### src/rtl/counter_update_gen.sv
// Meters bursty add/sub events onto the counter's 2-bit incr/decr ports and sequences reinit behind them.
// Optional COUNTER_UPDATE_GEN_NET_CANCEL_EN nets pending totals so only one direction issues per cycle.
module counter_update_gen #(
    parameter int WIDTH  = 4,
    parameter int STEP_W = 2,
    parameter int AMT_W  = 3,
    parameter int PEND_W = 6
) (
    input  logic              clk,
    input  logic              rst,
    input  logic              add_valid,
    input  logic [AMT_W-1:0]  add_amt,
    output logic              add_ready,
    input  logic              sub_valid,
    input  logic [AMT_W-1:0]  sub_amt,
    output logic              sub_ready,
    input  logic              reinit_req_valid,
    input  logic [WIDTH-1:0]  reinit_req_value,
    output logic              reinit_req_ready,
    output logic              reinit,
    output logic [WIDTH-1:0]  initial_value,
    output logic              incr_valid,
    output logic [STEP_W-1:0] incr,
    output logic              decr_valid,
    output logic [STEP_W-1:0] decr,
    output logic              idle
);

    typedef enum logic [1:0] {
        ST_RUN    = 2'd0,
        ST_FLUSH  = 2'd1,
        ST_REINIT = 2'd2
    } state_t;

    localparam logic [PEND_W-1:0] MAX_STEP  = PEND_W'((2 ** STEP_W) - 1);
    // Highest pending value that can still absorb a full-size event without wrapping.
    localparam logic [PEND_W-1:0] ACC_LIMIT = PEND_W'((2 ** PEND_W) - (2 ** AMT_W));

    state_t            state_q, state_d;
    logic [PEND_W-1:0] pend_inc_q, pend_inc_d;
    logic [PEND_W-1:0] pend_dec_q, pend_dec_d;
    logic [WIDTH-1:0]  stored_q, stored_d;
    logic [WIDTH-1:0]  init_val_q, init_val_d;
    logic              reinit_q, reinit_d;
    logic              incr_vld_q, incr_vld_d;
    logic              decr_vld_q, decr_vld_d;
    logic [STEP_W-1:0] incr_q, incr_d;
    logic [STEP_W-1:0] decr_q, decr_d;

    logic              add_acc, sub_acc, reinit_acc;
    logic [PEND_W-1:0] add_ext, sub_ext;
    logic [STEP_W-1:0] issue_i, issue_d;
    logic [PEND_W-1:0] drain_inc, drain_dec;

    function automatic logic [STEP_W-1:0] sat_step(input logic [PEND_W-1:0] v);
        if (v > MAX_STEP) begin
            sat_step = MAX_STEP[STEP_W-1:0];
        end else begin
            sat_step = v[STEP_W-1:0];
        end
    endfunction

    assign add_ready        = (state_q == ST_RUN) && (pend_inc_q <= ACC_LIMIT);
    assign sub_ready        = (state_q == ST_RUN) && (pend_dec_q <= ACC_LIMIT);
    assign reinit_req_ready = (state_q == ST_RUN);

    assign add_acc    = add_valid && add_ready;
    assign sub_acc    = sub_valid && sub_ready;
    assign reinit_acc = reinit_req_valid && reinit_req_ready;
    assign add_ext    = add_acc ? PEND_W'(add_amt) : '0;
    assign sub_ext    = sub_acc ? PEND_W'(sub_amt) : '0;

`ifdef COUNTER_UPDATE_GEN_NET_CANCEL_EN
    logic [PEND_W-1:0] net_amt;

    // The smaller total cancels against the larger; only the surplus is issued.
    always_comb begin
        net_amt   = '0;
        issue_i   = '0;
        issue_d   = '0;
        drain_inc = '0;
        drain_dec = '0;
        if (pend_inc_q >= pend_dec_q) begin
            net_amt   = pend_inc_q - pend_dec_q;
            issue_i   = sat_step(net_amt);
            drain_inc = net_amt - PEND_W'(issue_i);
        end else begin
            net_amt   = pend_dec_q - pend_inc_q;
            issue_d   = sat_step(net_amt);
            drain_dec = net_amt - PEND_W'(issue_d);
        end
    end
`else
    always_comb begin
        issue_i   = sat_step(pend_inc_q);
        issue_d   = sat_step(pend_dec_q);
        drain_inc = pend_inc_q - PEND_W'(issue_i);
        drain_dec = pend_dec_q - PEND_W'(issue_d);
    end
`endif

    always_comb begin
        state_d    = state_q;
        pend_inc_d = pend_inc_q;
        pend_dec_d = pend_dec_q;
        stored_d   = stored_q;
        init_val_d = init_val_q;
        reinit_d   = 1'b0;
        incr_vld_d = 1'b0;
        incr_d     = '0;
        decr_vld_d = 1'b0;
        decr_d     = '0;
        case (state_q)
            ST_RUN, ST_FLUSH: begin
                incr_vld_d = (issue_i != '0);
                incr_d     = issue_i;
                decr_vld_d = (issue_d != '0);
                decr_d     = issue_d;
                pend_inc_d = drain_inc + add_ext;
                pend_dec_d = drain_dec + sub_ext;
                if ((state_q == ST_RUN) && reinit_acc) begin
                    state_d  = ST_FLUSH;
                    stored_d = reinit_req_value;
                end else if ((state_q == ST_FLUSH) && (pend_inc_q == '0) && (pend_dec_q == '0)) begin
                    state_d = ST_REINIT;
                end
            end
            ST_REINIT: begin
                reinit_d   = 1'b1;
                init_val_d = stored_q;
                state_d    = ST_RUN;
            end
            default: begin
                state_d = ST_RUN;
            end
        endcase
    end

    always_ff @(posedge clk) begin
        if (rst) begin
            state_q    <= ST_RUN;
            pend_inc_q <= '0;
            pend_dec_q <= '0;
            stored_q   <= '0;
            init_val_q <= '0;
            reinit_q   <= 1'b0;
            incr_vld_q <= 1'b0;
            incr_q     <= '0;
            decr_vld_q <= 1'b0;
            decr_q     <= '0;
        end else begin
            state_q    <= state_d;
            pend_inc_q <= pend_inc_d;
            pend_dec_q <= pend_dec_d;
            stored_q   <= stored_d;
            init_val_q <= init_val_d;
            reinit_q   <= reinit_d;
            incr_vld_q <= incr_vld_d;
            incr_q     <= incr_d;
            decr_vld_q <= decr_vld_d;
            decr_q     <= decr_d;
        end
    end

    assign reinit        = reinit_q;
    assign initial_value = init_val_q;
    assign incr_valid    = incr_vld_q;
    assign incr          = incr_q;
    assign decr_valid    = decr_vld_q;
    assign decr          = decr_q;
    assign idle          = (state_q == ST_RUN) && (pend_inc_q == '0) && (pend_dec_q == '0)
                           && !incr_vld_q && !decr_vld_q;

endmodule

### config.mk
export PLATFORM = sky130hd
export DESIGN_NAME = counter_update_gen
export DESIGN_NICKNAME = d
export VERILOG_FILES = /design/src/rtl/counter_update_gen.sv
export SDC_FILE = /design/constraint.sdc
export NUM_CORES = 1
export LEC_CHECK = 0
export ABC_AREA = 1
export CORE_MARGIN = 4
export CORE_UTILIZATION = 35
export DETAILED_ROUTE_END_ITERATION = 6
export PLACE_DENSITY_LB_ADDON = 0.3
export SLEW_MARGIN = 10
export SYNTH_ARGS = -nofsm -noshare
export SYNTH_HDL_FRONTEND = slang
export SYNTH_SLANG_ARGS = --single-unit
### constraint.sdc
create_clock -name clk -period 3.1 [get_ports clk]
set_input_delay 0.62 -clock clk [delete_from_list [all_inputs] [get_ports clk]]
set_output_delay 0.62 -clock clk [all_outputs]
set_load 0.05 [all_outputs]
==> results.cfg <==
[run_status]
status = complete, no violations

[critical_path]
cp.arrival_ns = 2.06
end_kind = output pin
required_ns = 2.48
startpoint_type = flop
worstSetupPathType = reg -> out
cp_max_fo = 3

[timing]
hold_violations = 0
drv_slew = 0
setup_viol = 0
holdWs_ns = 0.499
tns_ns = 0
worstMarginPinSlew_ns = 0.498
clock.fmax_mhz = 373
grt_setup_unrepaired = no
min_period_ns = 2.68
finClkSkew_ns = 0.00396
slew_headroom_pct = 66.7
timing.final.crit_share_pct = 86.5

[cts]
cts-hold-fix-buffers = 0
cts_setup_buffers = 0
clockBufferDepth = 2
cts_made_buffers = 5
cts.clk_slew.worst_paths_ns = 0.06
ctsResizeCount = 0
cts.sinks = 29
cts_max_level = 2
cts_tree = done
clk_root_buffer_cell = clkbuf_8
clock_latency_ns = 0.28

[global_routing]
grt_max_degree = 18
grt.busiest_layer = met2
grtUsageMet3_pct = 3.50
grt_pass1_wl_um = 6750
overflow = 0
grt_use_met2_pct = 23.0
antenna_found_initial = 0
grt_pass1_vias = 1573
grt_usage_pct = 13.2
met1_usage_pct = 16.2

[layout]
diodes = 0
nNetsFinal = 326
fin_cells = 355
area_growth_pct = 23.7
num-fill-cells = 514
drive_above_1_share_pct = 5.56

[yosys]
synth_top_area_share_pct = 32.0
yosysTopAreaCell = dfxtp_1
yosysSeqAreaShare_pct = 32.0
syn_area_um2 = 1810
syn_inst = 256
async_flop_share_pct = 0
ys_types = 30
synth-main-ff-cell = dfxtp_1
synth_warnings = 0
synth_edf_count = 0
synthesis.nets = 295
avgSynthCellArea_um2 = 7.09
ys_ff_latch = 29
ys_top_cells_by_area = dfxtp_1 32%, ha_1 15%, inv_1 11%

[routing]
num_vias = 1615
wl_um = 3850
vias_per_cell = 4.55
drc = 0
wl_per_cell_um = 10.8
ant_nets = 0
drtPass1Iterations = 4
initialDrtViolationCount = 72

[power]
fin_total_pwr_w = 0.00223
pwr-share-clk_pct = 13.2
combPwrFrac_pct = 61.8
p_leak_nw = 1.17
p_per_area_nw_per_um2 = 995
peakVddDrop_mv = 0.321
p_int_w = 0.00119
pwr-share-seq_pct = 25.0
power_switching_w = 0.00105
swShare_pct = 46.8

[hold_path]
hold_path_class = reg -> reg

[floorplanning]
dieArea_um2 = 6400
initial_core_util_pct = 37.2
row_count = 25
die_height_um = 80.0
io_pins = 30
die_w_um = 80.0
core_area_um2 = 4880

[place]
gp_congestion = 0.815
dp.final_hpwl_um = 3130
place_inst = 347
place.port_buffers = 29

[job]
cap_viol_max_count = 0
cells by family after synthesis:
logic type	share of synthesized area [%]
adders and majority gates	17.4
and+or+nand+nor	22.2
xor gates and xnor gates	0.966
buffers and inverters	13.4
DFF	32.0
AOI/OAI and AO/OA	14.0
per-layer routing:
| metal | routed length [µm] | part of all wire, % |
|---|---|---|
| met1 | 1740 | 45 |
| met2 | 1840 | 48 |
| met3 | 247 | 6.4 |
| met4 | 23 | 0.60 |
| met5 | 0 | 0 |
cell type report:
type	count	area [µm²]	area share [%]
clock buffers	6	72.6	3.23
clock inverters	2	10.0	0.446
inverters	56	210	9.36
multi-input cells	165	990	44.1
flip-flops and latches	29	581	25.9
well taps	67	83.8	3.73
repair buffers	30	298	13.3
sequential cells by signal, indices dropped and copies added (netlist names):
name	count
state_q	2
decr_valid	1
incr	2
pend_dec_q	6
reinit	1
initial_value	4
incr_valid	1
pend_inc_q	6
decr	2
stored_q	4
per-stage QoR:
stage	area (µm²)	util, %	setup WS [ns]
CTS	2240	46.0	0.416
global route	2240	46.0	0.272
floorplan	1810	-	0.327
global placement	2160	44.3	0.323
finish	2240	46.0	0.418
detailed placement	2160	44.3	0.246
cell usage after synthesis (2+ instances only):
cell and instances:
inv_1 54, clkbuf_1 2, fa_1 2, a21oi_1 17, inv_2 2, nor2_1 30, ha_1 22, buf_2 3
dfxtp_1 29, nand4_1 2, nand2_1 42, o21ai_0 20, nand3_1 14
critical path, stage by stage (launching register included):
cell and delay, ns:
dfxtp_1 0.33, inv_1 0.10, ha_1 0.22, nand2_1 0.06, inv_1 0.07, nand3_1 0.10, nor2_1 0.10, clkdlybuf4s50_1 0.81
placed cells by master (no fill, tap or decap), types with 2 or more instances in the layout:
| cell | Yosys | final |
|---|---|---|
| inv_1 | 54 | 54 |
| o21ai_0 | 20 | 20 |
| nor2_1 | 30 | 30 |
| clkinv_2 | 0 | 2 |
| inv_2 | 2 | 2 |
| a21oi_1 | 17 | 17 |
| nand2_1 | 42 | 42 |
| nand3_1 | 14 | 14 |
| clkbuf_8 | 0 | 5 |
| nand4_1 | 2 | 2 |
| fa_1 | 2 | 2 |
| ha_1 | 22 | 22 |
| clkdlybuf4s50_1 | 0 | 29 |
| dfxtp_1 | 29 | 29 |
power groups by stage:
stage / logic (W) / registers, W / clock network, W
global route: 0.00160 / 0.000573 / 0.000318
detailed placement: 0.00138 / 0.000569 / 0
finish: 0.00138 / 0.000559 / 0.000295
global placement: 0.00136 / 0.000568 / 0
CTS: 0.00139 / 0.000560 / 0.000304
floorplan: 0.000939 / 0.000686 / 0
path summary, 6_finish.rpt:
path / start / to / slack [ns] / depth (start not counted)
min reg2reg: stored_q[2] / initial_value[2] / 0.50 / 2
max: pend_dec_q[4] / idle / 0.42 / 7
max reg2reg: pend_inc_q[4] / pend_inc_q[4] / 0.49 / 14
min: stored_q[2] / initial_value[2] / 0.50 / 2
No activity file was read; power rests on OpenSTA's default activity.
